**config.mk**
```make
export PLATFORM = sky130hd
export DESIGN_NAME = width_gearbox
export DESIGN_NICKNAME = d
export VERILOG_FILES = /design/src/rtl/gearbox_pkg.sv /design/src/rtl/width_gearbox.sv
export SDC_FILE = /design/constraint.sdc
export NUM_CORES = 1
export LEC_CHECK = 0
export BUFFER_PORTS_ARGS = -buffer_cell sky130_fd_sc_hd__buf_2
export CAP_MARGIN = 30
export CORE_MARGIN = 3
export CORE_UTILIZATION = 64
export DETAILED_ROUTE_END_ITERATION = 10
export PLACE_DENSITY = 0.94
export SLEW_MARGIN = 20
export SYNTH_ARGS = -nofsm -noshare
export SYNTH_HDL_FRONTEND = slang
export SYNTH_SLANG_ARGS = --single-unit
```
**constraint.sdc**
```tcl
create_clock -name clk -period 7 [get_ports clk]
set_clock_uncertainty 0.05 [all_clocks]
set_input_delay 1.4 -clock clk [delete_from_list [all_inputs] [get_ports clk]]
set_output_delay 1.4 -clock clk [all_outputs]
set_load 0.02 [all_outputs]
```
**src/rtl/gearbox_pkg.sv**
```systemverilog
// Shared constants and elaboration helpers for the width gearbox.
package gearbox_pkg;

    localparam int GB_MAX_W = 64;

    function automatic int clog2_f(input int v);
        int r;
        r = 0;
        for (int i = 0; i < 31; i++) begin
            if ((1 << i) < v) r = i + 1;
        end
        return r;
    endfunction

    function automatic int max_f(input int a, input int b);
        return (a > b) ? a : b;
    endfunction

endpackage

```
**src/rtl/width_gearbox.sv**
```systemverilog
// Repacks IN_W-bit beats into OUT_W-bit words, MSB-first, with
// valid/ready on both sides and zero-padded end-of-frame flush.
module width_gearbox
    import gearbox_pkg::*;
#(
    parameter int IN_W  = 8,
    parameter int OUT_W = 12
) (
    input  logic             clk,
    input  logic             rst,
    input  logic             in_valid,
    output logic             in_ready,
    input  logic [IN_W-1:0]  in_data,
    input  logic             in_last,
    output logic             out_valid,
    input  logic             out_ready,
    output logic [OUT_W-1:0] out_data,
    output logic             out_last
);

    localparam int BUF_W = 2 * (IN_W + OUT_W);
    localparam int CNT_W = clog2_f(BUF_W + 1);

    localparam logic [CNT_W-1:0] IN_C   = CNT_W'(IN_W);
    localparam logic [CNT_W-1:0] OUT_C  = CNT_W'(OUT_W);
    localparam logic [CNT_W-1:0] ROOM_C = CNT_W'(BUF_W - IN_W);

    if (IN_W < 1 || OUT_W < 1 || max_f(IN_W, OUT_W) > GB_MAX_W) begin : g_bad_w
        $error("width_gearbox: IN_W/OUT_W out of range");
    end

    logic [BUF_W-1:0] buf_q, buf_d;
    logic [CNT_W-1:0] cnt_q, cnt_d;
    logic             last_q, last_d;
    logic             in_fire, out_fire;

    assign in_ready  = !last_q && (cnt_q <= ROOM_C);
    assign out_valid = (cnt_q >= OUT_C) || (last_q && cnt_q != '0);
    assign out_data  = buf_q[BUF_W-1 -: OUT_W];
    assign out_last  = last_q && (cnt_q <= OUT_C);

    assign in_fire  = in_valid && in_ready;
    assign out_fire = out_valid && out_ready;

    // Pop happens first so an incoming beat lands right behind what remains.
    always_comb begin
        buf_d  = buf_q;
        cnt_d  = cnt_q;
        last_d = last_q;
        if (out_fire) begin
            buf_d = buf_q << OUT_W;
            cnt_d = (cnt_q > OUT_C) ? (cnt_q - OUT_C) : '0;
            if (out_last) last_d = 1'b0;
        end
        if (in_fire) begin
            buf_d = buf_d | ({in_data, {(BUF_W - IN_W){1'b0}}} >> cnt_d);
            cnt_d = cnt_d + IN_C;
            if (in_last) last_d = 1'b1;
        end
    end

    always_ff @(posedge clk) begin
        if (rst) begin
            buf_q  <= '0;
            cnt_q  <= '0;
            last_q <= 1'b0;
        end else begin
            buf_q  <= buf_d;
            cnt_q  <= cnt_d;
            last_q <= last_d;
        end
    end

endmodule
```
==> impl_metrics.csv, run 1 <==
group,metric,value,unit
status,outcome,"completed",
setup_path,cp_cell_sequence,"buf_2 > nand2_1 > o2bb2ai_4 > mux2i_4 > inv_2 > o21ai_0 > a2bb2oi_1 > o22ai_1",
detailed_routing,vias_per_cell,7.257,
synth,yosysUniqueCellTypes,59,
clock_tree,insertion_delay,0.32,ns
setup_path,rrSetupSlack,3.61,ns
synth,synth_edf_count,0,
global_routing,grt_overflow,0,
power,swShare,36.71,%
clock_tree,cts_tree,"built",
placement,place.gp.congestion,0.9670,
timing,tightest_slew,1.040,ns
synth,syn_avg_cell_area,8.406,um^2
power,internal_power,482.2,uW
floorplan,start_util,68.01,%
setup_path,cp.required,7.11,ns
setup_path,critPathKind,"in2reg",
timing,rsz0062_at_grt,"false",
floorplan,core-area,0.004474,mm^2
clock_tree,htreeDepth,2,
placement,io_buffers,27,
power,power.leakage,1.212,nW
placement,dpl.hpwl,6.147,mm
floorplan,die_x,74.96,um
global_routing,grt_pass1_vias,2722,
layout,area_growth,4.605,%
floorplan,rows,24,
power,pwr-share-clk,26.9,%
clock_tree,cts_inserted_buffers,5,
synth,netlist_area,0.003043,mm^2
synth,yosysWarnings,0,
placement,place_worst_setup_slack,2.932,ns
setup_path,crit_arrival,3.96,ns
synth,synth_fp_nets,378,
timing,setup_slack,3.160,ns
min_path,hold_class,"reg2reg",
floorplan,ios,28,
detailed_routing,ant_nets,0,
power,p_comb_share,33.5,%
synth,synthArstFlopShare,0,%
detailed_routing,drtIter0Drc,635,
power,powerDensity,239.4,mW/mm^2
global_routing,antenna_found_initial,0,
floorplan,design.die.area,0.005618,mm^2
min_path,min-delay-start,"buf_q[0]",
detailed_routing,routedWlPerCell,20.70,um
timing,finalCriticalPeriod,3.840,ns
clock_tree,ctsRootBufferMaster,"clkbuf_8",
detailed_routing,drc,0,
setup_path,slowest_stage,"o2bb2ai_4",
power,power.switching,279.7,uW
layout,multi_input_area,0.001866,mm^2
min_path,hold-path-endpoint,"buf_q[0]",
layout,final_common_cell,"dfxtp_1",
timing,fin_tns_setup,0,ns
flow_run,drv_cap,0,
synth,yosys_register_bits,47,
synth,synthCells,362,
synth,yosysSeqAreaShare,30.92,%
timing,min_period_over_period,54.86,%
layout,regArea,940.9,um^2
timing,maxSlewViolCount,0,
layout,most-common-layout-cells,"dfxtp_1, nand2_1, mux2i_1",
detailed_routing,vias,3026,
timing,fmax,260.4,MHz
floorplan,die_h,74.96,um
setup_path,rr_endpoint,"buf_q[29]",
setup_path,crit_fanout,27,
clock_tree,cts_resized,0,
layout,drive_above_1_share,14.52,%
timing,setup_viol,0,
setup_path,end_kind,"flop",
global_routing,grt_pass1_wl,13.97,mm
min_path,hold_depth,2,
timing,slew_headroom,29.94,%
setup_path,r2r_start,"cnt_q[1]",
detailed_routing,wl,8.630,mm
setup_path,start_kind,"primary input",
clock_tree,clk_pin_slew,0.09,ns
clock_tree,cts.sinks,47,
detailed_routing,firstDrtPassIters,6,
layout,fill_cells,342,
global_routing,grt_max_degree,47,
clock_tree,ctsHoldBuffers,0,
clock_tree,cts_setup_buffers,0,
layout,nNetsFinal,380,
timing,hold_viol,0,
synth,ys.flop_type,"dfxtp_1",
clock_tree,cts_buffer_depth,2,
setup_path,slowest_delay,0.72,ns
layout,num_antenna_cells,0,
power,ir_drop,0.1685,mV
setup_path,reg2reg_depth,7,
power,seqPwrFrac,39.6,%
global_routing,grt.total_usage,32.59,%
-- flip-flops by register name (all words and copies together), names as in the netlist --
| signal | cells |
|---|---|
| last_q | 1 |
| cnt_q | 6 |
| buf_q | 40 |
-- stage by stage --
stage	std cells	util (%)	power [mW]	hold WS (ns)	cell area, um^2
final	417	71.14	0.7619	0.4194	3183
after global routing	417	71.14	0.7939	0.4490	3183
after CTS	417	71.14	0.7527	0.4181	3183
after detailed placement	409	68.57	0.5527	0.3994	3068
after global placement	408	67.95	0.5419	0.3868	3040
after floorplan	362	-	0.5026	0.3667	3043
-- Yosys cell counts (2+ instances only) --
| cell type | count | area share, % |
|---|---|---|
| nand4_1 | 4 | 0.82 |
| a2bb2oi_1 | 5 | 1.4 |
| nor2_1 | 25 | 3.1 |
| nand3_1 | 7 | 1.2 |
| buf_6 | 4 | 1.5 |
| a221oi_2 | 2 | 0.99 |
| a21oi_1 | 15 | 2.5 |
| and3_1 | 4 | 0.82 |
| o21ai_0 | 10 | 1.6 |
| o21ai_1 | 2 | 0.33 |
| nor2b_1 | 3 | 0.62 |
| nand3b_1 | 2 | 0.49 |
| nor3_1 | 8 | 1.3 |
| or3_1 | 3 | 0.62 |
| nor4_1 | 3 | 0.62 |
| buf_2 | 6 | 0.99 |
| and2_1 | 12 | 2.5 |
| nand2_1 | 43 | 5.3 |
| o221a_2 | 2 | 0.74 |
| inv_1 | 8 | 0.99 |
| dfxtp_1 | 47 | 31 |
| o2bb2ai_1 | 3 | 0.86 |
| o221ai_1 | 2 | 0.58 |
| o211ai_1 | 7 | 1.7 |
| o22ai_1 | 27 | 5.6 |
| ha_1 | 3 | 1.2 |
| a221oi_1 | 5 | 1.4 |
| nand2b_1 | 5 | 1.0 |
| a32oi_1 | 4 | 1.2 |
| a22oi_1 | 6 | 1.5 |
| clkbuf_1 | 9 | 1.1 |
| mux2i_1 | 29 | 9.5 |
| buf_4 | 14 | 3.5 |
| a211oi_1 | 2 | 0.49 |
| a32o_1 | 2 | 0.66 |
| a31oi_1 | 5 | 1.0 |
| mux2_2 | 2 | 0.74 |
-- worst max-delay path, delay by kind of cell --
family	cells	cell delay, ns
AOI/OAI and AO/OA	4	1.35
buffers and inverters	2	0.36
muxes	1	0.60
and+or+nand+nor	1	0.22
-- worst max-delay path by stage --
stage / end / depth (start not counted) / slack (ns) / startpoint
4_1_cts: buf_q[29] / 8 / 3.26 / out_ready
5_1_grt: buf_q[29] / 8 / 3.00 / out_ready
2_1_floorplan: buf_q[30] / 8 / 3.86 / out_ready
3_3_place_gp: buf_q[25] / 7 / 2.97 / out_ready
3_5_place_dp: buf_q[29] / 8 / 2.93 / out_ready
6_report: buf_q[29] / 8 / 3.16 / out_ready
-- cells by family (layout without fill, tap and decap cells) --
logic type / Yosys count / count (layout) / share of synthesized area [%]
xor+xnor: 1 / 1 / 0.2879
compound gates: 114 / 114 / 28.41
mux: 32 / 32 / 11.02
fa+ha+maj: 3 / 3 / 1.234
simple gates: 123 / 123 / 19.98
buf+inv: 42 / 45 / 8.141
flops: 47 / 47 / 30.92
-- area by class of cell --
type | instances | share of cell area (%)
multi-input combinational | 273 | 58.61
sequential | 47 | 29.56
timing repair buffer | 28 | 5.110
clock buffer | 5 | 2.162
tap | 52 | 2.044
clock inverter | 3 | 1.454
inverter | 9 | 1.061
-- power by group through the flow --
stage / Sequential (mW) / Clock [mW] / Combinational, mW
after floorplan: 0.302 / 0 / 0.201
after global placement: 0.306 / 0 / 0.235
after detailed placement: 0.307 / 0 / 0.246
after CTS: 0.301 / 0.205 / 0.247
after global routing: 0.304 / 0.217 / 0.273
final: 0.302 / 0.205 / 0.255
-- metal layers --
layer | GRT usage (%) | share of wire, %
met1 | 44.99 | 40
met2 | 49.81 | 45
met3 | 7.744 | 12
met4 | 11.26 | 3.9
met5 | 0 | 0
Note: power is estimated with default switching activity, not from simulation.
==> run 2: changes to the inputs <==
ABC_AREA = 1   (was not set)
CORE_UTILIZATION = 54   (was 64)
PLACE_DENSITY = 0.85   (was 0.94)
clock period = 3.4 ns   (was 7 ns; I/O delays follow)
==> impl_metrics.csv, run 2 <==
group,metric,value,unit
synth,synth_area_leaders,"dfxtp_1, nand2_1, nand3_1, a21oi_1, buf_4",
clock_tree,cts_resized,0,
placement,postPlaceCellArea,0.003102,mm^2
clock_tree,cts_tree,"built",
synth,synth_compound_area_share,14.97,%
synth,synth_mux_area_share,2.589,%
detailed_routing,vias,2819,
timing,rsz0062_at_grt,"false",
global_routing,grt_max_degree,45,
power,power.leakage,1.420,nW
floorplan,die_h,81.68,um
timing,tightest_slew,0.5419,ns
synth,yosysWarnings,0,
setup_path,crit_arrival,2.72,ns
clock_tree,cts_setup_buffers,0,
timing,slew_headroom,63.87,%
synth,synth_top_family_by_area,"simple AND/OR/NAND/NOR gates",
status,outcome,"completed",
synth,yosysSeqAreaShare,30.42,%
setup_path,end_kind,"flop",
timing,finalCriticalPeriod,2.597,ns
power,powerDensity,478.9,mW/mm^2
clock_tree,ctsHoldBuffers,0,
synth,syn_avg_cell_area,7.243,um^2
detailed_routing,ant_nets,0,
flow_run,drv_cap,0,
timing,maxSlewViolCount,0,
setup_path,reg2reg_depth,15,
layout,largest_reg_flops,40,
clock_tree,cts_inserted_buffers,5,
synth,yosys_register_bits,47,
timing,hold_viol,0,
setup_path,cpMostUsedCell,"nand3_1",
synth,yosys.area.top_type_share,30.42,%
setup_path,critPathKind,"reg2reg",
global_routing,grt_pass1_vias,2533,
synth,netlist_area,0.003093,mm^2
setup_path,start_kind,"flop",
clock_tree,ctsRootBufferMaster,"clkbuf_8",
setup_path,cp.required,3.53,ns
layout,final_common_cell,"nand2_1",
synth,synthCells,427,
synth,yosys.area.top_type,"dfxtp_1",
layout,nNetsFinal,445,
power,ir_drop,0.2668,mV
clock_tree,cts_buffer_depth,2,
synth,synth_common_cells,"nand2_1, dfxtp_1, nand3_1, a21oi_1, inv_1",
min_path,min-delay-start,"buf_q[0]",
timing,fmax,385.1,MHz
layout,num_antenna_cells,0,
synth,synth_fp_nets,443,
min_path,hold_class,"reg2reg",
setup_path,cp_cell_sequence,"inv_1 > ha_1 > nand2_2 > nand2_2 > nand2_4 > nand2_8 > inv_6 > nand3_1 > o21ai_1 > buf_4 > nand3_1 > nand2_1 > nand2_1 > nand3_1 > a21oi_1",
floorplan,rows,26,
clock_tree,clk_pin_slew,0.09,ns
synth,yosysUniqueCellTypes,42,
global_routing,grt_pass1_wl,11.88,mm
floorplan,ios,28,
placement,place.gp.congestion,0.9358,
setup_path,rr_endpoint,"buf_q[25]",
setup_path,slowest_stage,"dfxtp_1",
timing,setup_viol,0,
timing,min_period_over_period,76.37,%
global_routing,antenna_found_initial,0,
detailed_routing,wl,6.829,mm
clock_tree,htreeDepth,2,
global_routing,grt_overflow,0,
layout,drive_above_1_share,22.33,%
layout,regMostFlops,"buf_q",
layout,top_regs,"buf_q (40), cnt_q (6), last_q (1)",
detailed_routing,firstDrtPassIters,5,
detailed_routing,vias_per_cell,5.638,
detailed_routing,drtIter0Drc,254,
layout,final_area,0.003217,mm^2
synth,ys.flop_type,"dfxtp_1",
placement,dpl.hpwl,4.864,mm
detailed_routing,routedWlPerCell,13.66,um
placement,place_worst_setup_slack,0.8391,ns
synth,synth_simple_gate_area_share,37.99,%
floorplan,core-area,0.005335,mm^2
setup_path,crit_fanout,44,
clock_tree,insertion_delay,0.30,ns
setup_path,setup.worst_path.start,"cnt_q[2]",
setup_path,rrSetupSlack,0.80,ns
placement,io_buffers,27,
detailed_routing,drc,0,
floorplan,die_x,81.68,um
layout,area_growth,4.005,%
setup_path,slowest_delay,0.41,ns
timing,fin_tns_setup,0,ns
timing,setup_slack,0.8035,ns
synth,synthArstFlopShare,0,%
synth,synth_edf_count,0,
synth,synthAdderAreaFrac,1.214,%
floorplan,design.die.area,0.006672,mm^2
global_routing,grt.total_usage,22.57,%
timing,hold_slack,0.4220,ns
synth,synth.most_common_cell,"nand2_1",
synth,yosys.area_share.xor_xnor,0.2832,%
clock_tree,cts.sinks,47,
layout,most-common-layout-cells,"nand2_1, dfxtp_1, nand3_1",
setup_path,r2r_start,"cnt_q[2]",
floorplan,start_util,57.97,%
setup_path,endpoint,"buf_q[25]",
run 2: cell count changes after synthesis, sizes merged, moves of 11 or more:
cell   before  now
nand2      43  118
nand3       7   55
inv         9   35
o22ai      27    1
a21oi      16   40
mux2i      30    8
nand4       4   19
and2       12    0
o21ai      12   23
run 2: worst min path at each step:
stage,to,slack (ns),depth (start not counted)
3_5_place_dp,buf_q[2],0.40,2
6_report,buf_q[0],0.42,2
5_1_grt,buf_q[11],0.45,2
4_1_cts,buf_q[2],0.42,2
2_1_floorplan,buf_q[1],0.39,2
3_3_place_gp,buf_q[2],0.40,2
run 2: stage by stage:
step	total power, mW	instances	utilization [%]
2_1_floorplan	1.065	427	-
3_3_place_gp	1.114	492	58.14
3_5_place_dp	1.124	492	58.14
4_1_cts	1.545	500	60.30
5_1_grt	1.631	500	60.30
6_report	1.541	500	60.30
run 2: final cells by class:
type | instances | area [um^2]
clock buffers | 5 | 68.82
clock inverters | 3 | 46.29
flip-flops and latches | 47 | 940.9
inverters | 35 | 143.9
repair buffers | 31 | 165.2
fillers | 494 | 2118
multi-input cells | 309 | 1764
well taps | 70 | 87.58
run 2: logic make-up (layout without fill, tap and decap cells):
family / after synthesis / count (layout)
AO/OA/AOI/OAI: 75 / 75
XOR/XNOR: 1 / 1
adder cells (fa/ha/maj): 3 / 3
buffers and inverters: 71 / 74
flip-flops: 47 / 47
multiplexers: 8 / 8
AND/OR/NAND/NOR: 222 / 222
run 2: power by group:
| group | internal (mW) | switching (mW) | total (mW) |
|---|---|---|---|
| logic | 0.154 | 0.333 | 0.487 |
| clock network | 0.222 | 0.203 | 0.424 |
| registers | 0.602 | 0.0273 | 0.629 |
| total | 0.977 | 0.563 | 1.54 |
run 2: worst max-delay path, delay by kind of cell, from the launching register on:
kind / cells / cell delay, ns
flip-flops: 1 / 0.41
buffers and inverters: 3 / 0.60
adder cells (fa/ha/maj): 1 / 0.22
AO/OA/AOI/OAI: 2 / 0.15
AND/OR/NAND/NOR: 9 / 1.04
run 2: routing by layer:
layer | up-vias | part of all wire, % | global-route usage (%)
met5 | - | 0 | 0
met4 | 0 | 1.2 | 5.150
met3 | 9 | 7.4 | 3.728
met2 | 122 | 44 | 36.24
met1 | 1264 | 47 | 31.80
li1 | 1424 | - | -
